$ cat src/rtl/sar_search_ctrl_pkg.sv
// Shared types and helpers for the successive-approximation search controller.
package sar_pkg;

  localparam int DEFAULT_WIDTH = 4;

  typedef enum logic {
    IDLE   = 1'b0,
    SEARCH = 1'b1
  } sar_state_t;

  // Exactly one of the comparator's three flags may be set on a valid probe.
  function automatic logic is_onehot3(input logic gt, input logic lt, input logic eq);
    return ({gt, lt, eq} == 3'b100) || ({gt, lt, eq} == 3'b010) || ({gt, lt, eq} == 3'b001);
  endfunction

endpackage

$ cat src/rtl/sar_search_ctrl_if.sv
// Controller <-> comparator/datapath bundle; master is the search controller.
interface sar_search_ctrl_if
  import sar_pkg::*;
#(
  parameter int WIDTH = DEFAULT_WIDTH,
  parameter int CNT_W = $clog2(WIDTH + 1)
);
  // No valid/ready pair here: start is a level sampled only in IDLE, and done is a
  // single-cycle pulse with result/err/probes held stable until the next accepted start.
  logic             start;
  logic             cmp_gt;
  logic             cmp_lt;
  logic             cmp_eq;
  logic [WIDTH-1:0] trial;
  logic             busy;
  logic             done;
  logic [WIDTH-1:0] result;
  logic             err;
  logic [CNT_W-1:0] probes;
  sar_state_t       dbgState;

  modport master (
    input  start, cmp_gt, cmp_lt, cmp_eq,
    output trial, busy, done, result, err, probes, dbgState
  );

  modport slave (
    output start, cmp_gt, cmp_lt, cmp_eq,
    input  trial, busy, done, result, err, probes, dbgState
  );
endinterface

$ cat src/rtl/sar_search_ctrl.sv
// Binary search over the comparator's B input: one probe per clock, early exit on equality.
module sar_search_ctrl
  import sar_pkg::*;
#(
  parameter int WIDTH = DEFAULT_WIDTH,
  parameter int CNT_W = $clog2(WIDTH + 1)
) (
  input  logic               clk,
  input  logic               rst_n,
  sar_search_ctrl_if.master  bus
);

  sar_state_t       stateQ, stateD;
  logic [WIDTH-1:0] trialQ, trialD;
  logic [WIDTH-1:0] accQ, accD;
  logic [CNT_W-1:0] bitIdxQ, bitIdxD;
  logic [WIDTH-1:0] resultQ, resultD;
  logic             errQ, errD;
  logic [CNT_W-1:0] probesQ, probesD;
  logic             doneQ, doneD;
  logic [WIDTH-1:0] accNext;

  always_ff @(posedge clk) begin
    if (!rst_n) begin
      stateQ  <= IDLE;
      trialQ  <= '0;
      accQ    <= '0;
      bitIdxQ <= CNT_W'(WIDTH - 1);
      resultQ <= '0;
      errQ    <= 1'b0;
      probesQ <= '0;
      doneQ   <= 1'b0;
    end else begin
      stateQ  <= stateD;
      trialQ  <= trialD;
      accQ    <= accD;
      bitIdxQ <= bitIdxD;
      resultQ <= resultD;
      errQ    <= errD;
      probesQ <= probesD;
      doneQ   <= doneD;
    end
  end

  always_comb begin
    stateD  = stateQ;
    trialD  = trialQ;
    accD    = accQ;
    bitIdxD = bitIdxQ;
    resultD = resultQ;
    errD    = errQ;
    probesD = probesQ;
    doneD   = 1'b0;
    // A "target greater" answer keeps the probed bit; "target less" drops it.
    accNext = bus.cmp_gt ? trialQ : accQ;

    unique case (stateQ)
      IDLE: begin
        trialD = '0;
        if (bus.start) begin
          stateD  = SEARCH;
          accD    = '0;
          bitIdxD = CNT_W'(WIDTH - 1);
          trialD  = WIDTH'(1) << (WIDTH - 1);
          errD    = 1'b0;
          probesD = '0;
        end
      end
      SEARCH: begin
        probesD = probesQ + CNT_W'(1);
        if (!is_onehot3(bus.cmp_gt, bus.cmp_lt, bus.cmp_eq)) begin
          errD    = 1'b1;
          resultD = '0;
          doneD   = 1'b1;
          stateD  = IDLE;
          trialD  = '0;
        end else if (bus.cmp_eq) begin
          resultD = trialQ;
          doneD   = 1'b1;
          stateD  = IDLE;
          trialD  = '0;
        end else if (bitIdxQ == '0) begin
          resultD = accNext;
          doneD   = 1'b1;
          stateD  = IDLE;
          trialD  = '0;
        end else begin
          bitIdxD = bitIdxQ - CNT_W'(1);
          accD    = accNext;
          trialD  = accNext | (WIDTH'(1) << (bitIdxQ - CNT_W'(1)));
        end
      end
      default: stateD = IDLE;
    endcase
  end

  assign bus.trial    = trialQ;
  assign bus.busy     = (stateQ == SEARCH);
  assign bus.done     = doneQ;
  assign bus.result   = resultQ;
  assign bus.err      = errQ;
  assign bus.probes   = probesQ;
  assign bus.dbgState = stateQ;

endmodule
$ cat src/flat_wrapper.sv
// flat-port wrapper written by rule: the top's interface ports become plain ports
module sar_search_ctrl_flat import sar_pkg::*;
#(
  parameter int WIDTH = DEFAULT_WIDTH,
  parameter int CNT_W = $clog2(WIDTH + 1)
)
  (clk, rst_n, bus_start, bus_cmp_gt, bus_cmp_lt, bus_cmp_eq, bus_trial, bus_busy, bus_done, bus_result, bus_err, bus_probes, bus_dbgState);
  sar_search_ctrl_if #(.WIDTH(WIDTH), .CNT_W(CNT_W)) bus_i ();
  input  logic clk;
  input  logic rst_n;
  input wire logic [$bits(bus_i.start)-1:0] bus_start;
  input wire logic [$bits(bus_i.cmp_gt)-1:0] bus_cmp_gt;
  input wire logic [$bits(bus_i.cmp_lt)-1:0] bus_cmp_lt;
  input wire logic [$bits(bus_i.cmp_eq)-1:0] bus_cmp_eq;
  output wire logic [$bits(bus_i.trial)-1:0] bus_trial;
  output wire logic [$bits(bus_i.busy)-1:0] bus_busy;
  output wire logic [$bits(bus_i.done)-1:0] bus_done;
  output wire logic [$bits(bus_i.result)-1:0] bus_result;
  output wire logic [$bits(bus_i.err)-1:0] bus_err;
  output wire logic [$bits(bus_i.probes)-1:0] bus_probes;
  output wire logic [$bits(bus_i.dbgState)-1:0] bus_dbgState;
  assign bus_i.start = bus_start;
  assign bus_i.cmp_gt = bus_cmp_gt;
  assign bus_i.cmp_lt = bus_cmp_lt;
  assign bus_i.cmp_eq = bus_cmp_eq;
  assign bus_trial = bus_i.trial;
  assign bus_busy = bus_i.busy;
  assign bus_done = bus_i.done;
  assign bus_result = bus_i.result;
  assign bus_err = bus_i.err;
  assign bus_probes = bus_i.probes;
  assign bus_dbgState = bus_i.dbgState;
  sar_search_ctrl #(.WIDTH(WIDTH), .CNT_W(CNT_W)) u_core (.clk(clk), .rst_n(rst_n), .bus(bus_i));
endmodule
$ cat config.mk
export PLATFORM = sky130hd
export DESIGN_NAME = sar_search_ctrl_flat
export DESIGN_NICKNAME = d
export VERILOG_FILES = /design/src/rtl/sar_search_ctrl_pkg.sv /design/src/rtl/sar_search_ctrl_if.sv /design/src/rtl/sar_search_ctrl.sv /design/src/flat_wrapper.sv
export SDC_FILE = /design/constraint.sdc
export NUM_CORES = 1
export LEC_CHECK = 0
export CAP_MARGIN = 40
export CORE_ASPECT_RATIO = 0.8
export CORE_MARGIN = 4
export CORE_UTILIZATION = 54
export DETAILED_ROUTE_END_ITERATION = 8
export HOLD_SLACK_MARGIN = 0.08
export MAX_ROUTING_LAYER = met4
export PLACE_DENSITY = 0.89
export SYNTH_ARGS = -nofsm -noshare
export SYNTH_HDL_FRONTEND = slang
export SYNTH_SLANG_ARGS = --single-unit
$ cat constraint.sdc
create_clock -name clk -period 2.9 [get_ports clk]
set_clock_uncertainty 0.2 [all_clocks]
set_input_delay 0.435 -clock clk [delete_from_list [all_inputs] [get_ports clk]]
set_output_delay 0.435 -clock clk [all_outputs]
set_load 0.01 [all_outputs]
Word-level counts from Yosys, hierarchy flattened
Cells that the tools add are included.
- reductions and logical operators: 7
- bitwise gates (word level): 2
- add/subtract/negate cells: 2
- equal/unequal tests: 9
- shifts and indexed selects: 1
- muxes and demuxes: 32
- operator list (operator ; count):
    $mux W4 ; 12
    $pmux W4 S2 ; 2
    $mux W3 ; 5
    $pmux W3 S2 ; 2
    $ne A2 B2 Y1 const B ; 5
    $mux W1 ; 9
    $reduce_and A2 Y1 ; 3
    $or A4 B4 Y4 ; 1
    $pmux W1 S2 ; 2
    $reduce_and A4 Y1 ; 1
    $shl A1 B3 Y4 const A ; 1
    $add A3 B1 Y3 const B ; 1
    $eq A3 B1 Y1 const B ; 1
    $eq A3 B2 Y1 const B ; 1
    $eq A3 B3 Y1 const B ; 1
    $logic_not A3 Y1 ; 1
    $ne A3 B3 Y1 const B ; 1
    $sub A3 B1 Y3 const B ; 1
    $logic_or A1 B1 Y1 ; 2
    $not A1 Y1 ; 1
- word-level logic and storage cells: 61
- register bits after elaboration: 21
- output and inout bits: 15
- input port bits: 6

Longest topological paths before layout
Gate-level depths: netlist (run 1).
- depth after elaboration: 7
- depth in mapped cells: 6
- mapped depth without buffers: 6

Least setup slack after synthesis (run 1)
No wires, ideal clock.
- path kind: reg-to-reg
- from: register u_core.bitIdxQ[0]
- to: register u_core.accQ[1]
- path buffers: 0
- library setup time: 115 ps
- data arrival time: 1465 ps
- path slack: 1121 ps
- required time: 2585 ps
- clock period less this slack: 1779 ps
- stages on the path, launching flop included: 7
- path through: dfxtp_1 > inv_1 > ha_1 > nor2b_2 > and2b_1 > and3_1 > o21a_1
- word-level cells in the longest chain between the ends: 3
- ends and longest elaborated chain (item ; line ; RTL):
    start, declared ; sar_search_ctrl.sv:16 ; logic [CNT_W-1:0] bitIdxQ, bitIdxD;
    start signal, assigned ; sar_search_ctrl.sv:28 ; bitIdxQ <= CNT_W'(WIDTH - 1);
    start signal, assigned ; sar_search_ctrl.sv:37 ; bitIdxQ <= bitIdxD;
    $logic_not A3 Y1 ; sar_search_ctrl.sv:82 ; end else if (bitIdxQ == '0) begin
    $ne A2 B2 Y1 (no source line) ; -- ;
    $reduce_and A4 Y1 (no source line) ; -- ;
    end signal, assigned ; sar_search_ctrl.sv:27 ; accQ <= '0;
    end signal, assigned ; sar_search_ctrl.sv:36 ; accQ <= accD;
    end, declared ; sar_search_ctrl.sv:15 ; logic [WIDTH-1:0] accQ, accD;
No other way between the ends.
A chain may end at the register's enable or synchronous reset.

Worst setup path after layout (run 1)
- from: input bus_cmp_gt
- to: register u_core.resultQ[3] (netlist: u_core.bus.result[3])
- word-level cells in the longest chain between the ends: 5
- elaborated cells on any way between the ends: 11
- classes of those cells: eq/ne (4); mux (4); reduce/logical (3)
- ends and longest elaborated chain (item ; line ; RTL):
    start, declared ; flat_wrapper.sv:12 ; input wire logic [$bits(bus_i.cmp_gt)-1:0] bus_cmp_gt;
    $eq A3 B3 Y1 or $eq A3 B2 Y1 (tied branches) ; sar_search_ctrl_pkg.sv:13 ; return ({gt, lt, eq} == 3'b100) || ({gt, lt, eq} == 3'b010) || ({gt, lt, eq} == 3'b001);
    $logic_or A1 B1 Y1 (2 in a row) ; sar_search_ctrl_pkg.sv:13 ;
    $ne A3 B3 Y1 (no source line) ; -- ;
    $reduce_and A2 Y1 (no source line) ; -- ;
    end signal, assigned ; sar_search_ctrl.sv:38 ; resultQ <= resultD;
    end, declared ; sar_search_ctrl.sv:17 ; logic [WIDTH-1:0] resultQ, resultD;
Several ways; a longest one is shown, not always the timed one. The select of a mux whose other input is x is not followed.

==> impl_metrics.toml, run 1 <==
[global_routing]
grt_pass1_wl_microns = 4060
antenna_found_initial = 0
grt-ovfl-total = 0
grtUsageTotal = 0.183
grt_pass1_vias = 841
grt_max_degree = 21

[route]
ant_nets = 0
wl_per_cell_microns = 14.7
drtIter0Drc = 27
num_vias = 989
routed_wl_microns = 2470
dr.pass1.iters = 4
drc = 0
viasPerCell = 5.89

[worst_setup_path]
cp_slowest_cell = "clkdlybuf4s50_1"
arrival_ps = 2100
crit_required_ps = 2950
cp-end-kind = "flop"
cp_max_fo = 13
worst_setup_path_start_kind = "primary input"
ff2ff_setup_slack_ps = 870
crit_type = "in2reg"
path_cells = "clkdlybuf4s50_1, xnor2_2, o31ai_2, and2_2, o2bb2ai_1"
critical_path.max_stage_delay_ps = 770

[yosys]
synthTopCellsByArea = "dfxtp_1 38%, ha_1 6.7%, mux2i_1 4.5%, a21oi_1 3.1%, nand2_1 3.0%"
syn-num-nets = 137
netlist_area_sq_mm = 0.00112
async_reset_ff_frac = 0
synth_ff_type = "dfxtp_1"
synth_area_leader_cell = "dfxtp_1"
yosysUniqueCellTypes = 42
yosys.area.top_type_share = 0.376
synth.yosys.seq_area_share = 0.376
ys.warnings.count = 0
ys_ff_latch = 21
syn_area_per_cell_sq_um = 8.95
synth_cells = 125
synth_edf_count = 0

[sta]
finalCriticalPeriod_ps = 2050
slew_violations = 0
fin_setup_tns_ps = 0
setup_viol = 0
rsz0062_at_grt = "no"
hold_viol = 0
slew_headroom = 0.681
worstMarginPinSlew_ps = 478
period_share = 0.708
max_freq_mhz = 487
fin_ws_ps = 848

[power_and_ir_drop]
p_per_area_mw_per_mm2 = 395
p_leak_nw = 0.527
power_uw = 535
ir_drop_mv = 0.305

[finish]
layout_common_cells = "21 x dfxtp_1, 20 x clkdlybuf4s50_1, 9 x nand2_1, 7 x a21oi_1, 6 x ha_1"
num_antenna_cells = 0
final_cell_area_sq_mm = 0.00135
layout_commonest_cell = "dfxtp_1"
syn2layout_area_growth_pct = 21.0
layout.nets = 157
drive_above_1_share = 0.0764

[cts]
clk_pin_slew_worst_paths_ps = 110
cts_setup_buffers = 0
cts_buffer_depth = 2
htreeDepth = 1
cts_tree = "built"
numCtsBuffers = 3
cts_root_buf = "clkbuf_4"
cts_hold_buf = 0
ctsResizeCount = 0
clock_latency_ps = 310
clkSinkCount = 21

[floorplanning]
start_util = 0.581
rows = 14
io_pins = 21
core_area_sq_mm = 0.00193
die_h_microns = 48.7
fp.dieW_microns = 58.9
die_area_sq_mm = 0.00287

[placement]
pre_cts_slack_ps = 541
place_area_sq_mm = 0.00133
io_buffers = 20
hpwl_microns = 1800
gp_congestion = 0.814

[min_path]
min_path_type = "reg2reg"

[run_status]
status = "complete, no violations"

[job]
maxCapViolations = 0
cells by family (layout without fill, tap and decap cells):
logic type                 Yosys count  after routing  share of synthesized area
and+or+nand+nor                     47             47                      0.245
AOI/OAI and AO/OA                   32             32                      0.198
buffers and inverters               12             31                     0.0470
DFF                                 21             21                      0.376
xor gates and xnor gates             2              2                     0.0224
adders and majority gates            6              6                     0.0671
muxes                                5              5                     0.0447
stage by stage:
step / hold slack [ps] / cells / utilization
after floorplan: 268 / 125 / -
after global placement: 247 / 164 / 0.688
after detailed placement: 249 / 164 / 0.688
after CTS: 286 / 168 / 0.703
after global routing: 295 / 168 / 0.703
final: 283 / 168 / 0.703
routing by layer:
layer,wire [microns],share of wire,GRT usage,vias to the layer above
met1,1280,0.52,0.271,465
met5,0,0,-,-
met3,120,0.049,0.0532,2
met4,10,0.0041,0.0415,0
met2,1060,0.43,0.241,30
li1,-,-,-,492
registers in the layout, indices dropped and copies added, names as in the netlist:
signal / flops
u_core.bus.err: 1
u_core.bus.busy: 1
u_core.bus.done: 1
u_core.bus.result: 4
u_core.bus.probes: 3
u_core.bus.trial: 4
u_core.accQ: 4
u_core.bitIdxQ: 3
path summary, 6_finish.rpt:
check / from / to / depth (start not counted)
setup / recovery: bus_cmp_gt / u_core.bus.result[3] / 5
hold / removal: u_core.bus.result[3] / u_core.bus.result[3] / 1
setup reg to reg: u_core.bitIdxQ[0] / u_core.accQ[1] / 6
hold reg to reg: u_core.bus.result[3] / u_core.bus.result[3] / 1
where the power goes:
| group | leakage [nW] | switching, mW | internal, mW |
|---|---|---|---|
| registers | 0.170 | 0.00610 | 0.296 |
| clock network | 0.0177 | 0.0935 | 0.0516 |
| logic | 0.339 | 0.0479 | 0.0399 |
critical path, delay by kind of cell:
kind                   cells  cell delay (ps)
AO/OA/AOI/OAI              2              460
XOR/XNOR                   1              210
buffers and inverters      1              770
AND/OR/NAND/NOR            1              230
cells in the mapped netlist (2+ instances only):
library cell and instances:
a21oi_1 7, a31oi_1 3, and2b_1 2, and3_1 4, buf_2 3, dfxtp_1 21
ha_1 6, inv_1 5, mux2i_1 5, nand2_1 9, nand2b_1 4, nand3_1 5
nand3b_1 3, nor2_1 5, nor2b_1 3, nor3_1 4, nor3b_1 2, o21a_1 2
o21ai_0 5, o2bb2ai_1 3, o311ai_0 2, o31ai_1 2
layout make-up:
type | instances | area, sq um
repair buffers | 21 | 208
clock inverters | 1 | 5.00
clock buffers | 3 | 22.5
inverters | 6 | 22.5
well taps | 24 | 30.0
multi-input cells | 92 | 646
fillers | 144 | 573
flip-flops and latches | 21 | 420
Power figures use the tool's default switching activity.
==> run 2: changes to the inputs <==
--- a/config.mk
+++ b/config.mk
@@ -8,11 +8,11 @@
 export CAP_MARGIN = 40
 export CORE_ASPECT_RATIO = 0.8
 export CORE_MARGIN = 4
-export CORE_UTILIZATION = 54
+export CORE_UTILIZATION = 50
 export DETAILED_ROUTE_END_ITERATION = 8
 export HOLD_SLACK_MARGIN = 0.08
 export MAX_ROUTING_LAYER = met4
-export PLACE_DENSITY = 0.89
+export PLACE_DENSITY = 0.84
 export SYNTH_ARGS = -nofsm -noshare
 export SYNTH_HDL_FRONTEND = slang
 export SYNTH_SLANG_ARGS = --single-unit
==> constraint.sdc (replaced) <==
create_clock -name clk -period 2 [get_ports clk]
set_clock_uncertainty 0.2 [all_clocks]
set_input_delay 0.3 -clock clk [delete_from_list [all_inputs] [get_ports clk]]
set_output_delay 0.3 -clock clk [all_outputs]
set_load 0.01 [all_outputs]
==> impl_metrics.toml, run 2 (same netlist as run 1, synthesis figures left out) <==
[sta]
max_freq_mhz = 539
hold_viol = 0
worstMarginPinSlew_ps = 371
setup_viol = 0
finalCriticalPeriod_ps = 1850
slew_violations = 0
slew_headroom = 0.751
hold_ws_ps = 283
fin_setup_tns_ps = 0
period_share = 0.927
rsz0062_at_grt = "no"

[cts]
cts_setup_buffers = 0
cts_buffer_depth = 2
numCtsBuffers = 3
cts_tree = "built"
clkSinkCount = 21
ctsResizeCount = 0
htreeDepth = 1
cts_hold_buf = 0
cts_root_buf = "clkbuf_4"
clk_pin_slew_worst_paths_ps = 110
clock_latency_ps = 310

[power_and_ir_drop]
p_per_area_mw_per_mm2 = 556
switchingPower_uw = 211
seq_power_share = 0.564
p_int_uw = 566
p_leak_nw = 0.550
p_sw_frac = 0.271
ir_drop_mv = 0.502
combPwrFrac = 0.174
clkPwrFrac = 0.262

[floorplanning]
fp.dieW_microns = 60.9
die_h_microns = 50.3
rows = 15
start_util = 0.523
io_pins = 21
die_area_sq_mm = 0.00306
core_area_sq_mm = 0.00214

[finish]
drive_above_1_share = 0.107
layout_common_cells = "21 x dfxtp_1, 20 x clkdlybuf4s50_1, 9 x nand2_1, 7 x a21oi_1"
num_antenna_cells = 0
layout.nets = 162
layout_commonest_cell = "dfxtp_1"
syn2layout_area_growth_pct = 24.9
num-fill-cells = 194
seq_area_sq_um = 420
fin_util = 0.653
multi_input_area_sq_um = 651

[worst_setup_path]
cp-end-kind = "primary output"
cp_max_fo = 7
crit_family = "buffers and inverters"
crit_required_ps = 1500
worst_setup_path_start_kind = "flop"
crit_type = "reg2out"
path_cells = "clkdlybuf4s50_1"
critical_path.max_stage_delay_ps = 590
cp_slowest_cell = "clkdlybuf4s50_1"
arrival_ps = 1350
crit_buf_inv = 1

[route]
viasPerCell = 5.91
dr.pass1.iters = 4
wl_per_cell_microns = 15.2
num_vias = 1028
routed_wl_microns = 2650
ant_nets = 0
drtIter0Drc = 46
drc = 0

[global_routing]
antenna_found_initial = 0
grt_pass1_wl_microns = 4340
grt_pass1_vias = 998
grtUsageTotal = 0.191
grt_max_degree = 17
grt-ovfl-total = 0

[min_path]
min_path_type = "reg2reg"

[job]
maxCapViolations = 0

[placement]
hpwl_microns = 1980
io_buffers = 20
gp_congestion = 0.830

[run_status]
status = "complete, no violations"
-- run 2: layout make-up --
type | count | area share
inverters | 6 | 0.0161
well taps | 25 | 0.0224
repair buffers | 26 | 0.175
flip-flops and latches | 21 | 0.301
multi-input cells | 92 | 0.466
clock inverters | 1 | 0.00358
clock buffers | 3 | 0.0161
-- run 2: final timing paths --
check	depth (start not counted)	from	end	slack, ps
worst max-delay path	1	u_core.bus.busy	bus_dbgState	150
worst min-delay path	1	u_core.bus.result[3]	u_core.bus.result[3]	280
worst max register to register	6	u_core.bitIdxQ[0]	u_core.accQ[1]	170
worst min register to register	1	u_core.bus.result[3]	u_core.bus.result[3]	280
-- run 2: power groups by stage --
stage,Sequential (mW),Clock (mW),Combinational [mW]
floorplan,0.450,0,0.0746
global placement,0.447,0,0.130
detailed placement,0.447,0,0.134
CTS,0.438,0.209,0.134
global route,0.440,0.225,0.145
finish,0.438,0.204,0.135
-- run 2: per-layer routing --
metal | track usage | vias up | routed length (microns)
li1 | - | 504 | -
met1 | 0.254 | 479 | 1240
met2 | 0.274 | 36 | 1190
met3 | 0.0514 | 9 | 178
met4 | 0.0722 | 0 | 45
met5 | - | - | 0
-- run 2: stage by stage --
stage | total power [mW] | instance area [sq um] | setup WS [ps] | cells
after detailed placement | 0.581 | 1370 | 5.31 | 170
after floorplan | 0.525 | 1120 | 221 | 125
final | 0.777 | 1400 | 146 | 174
after CTS | 0.781 | 1390 | 80.7 | 174
after global placement | 0.577 | 1370 | 47.5 | 170
after global routing | 0.810 | 1400 | 57.7 | 174
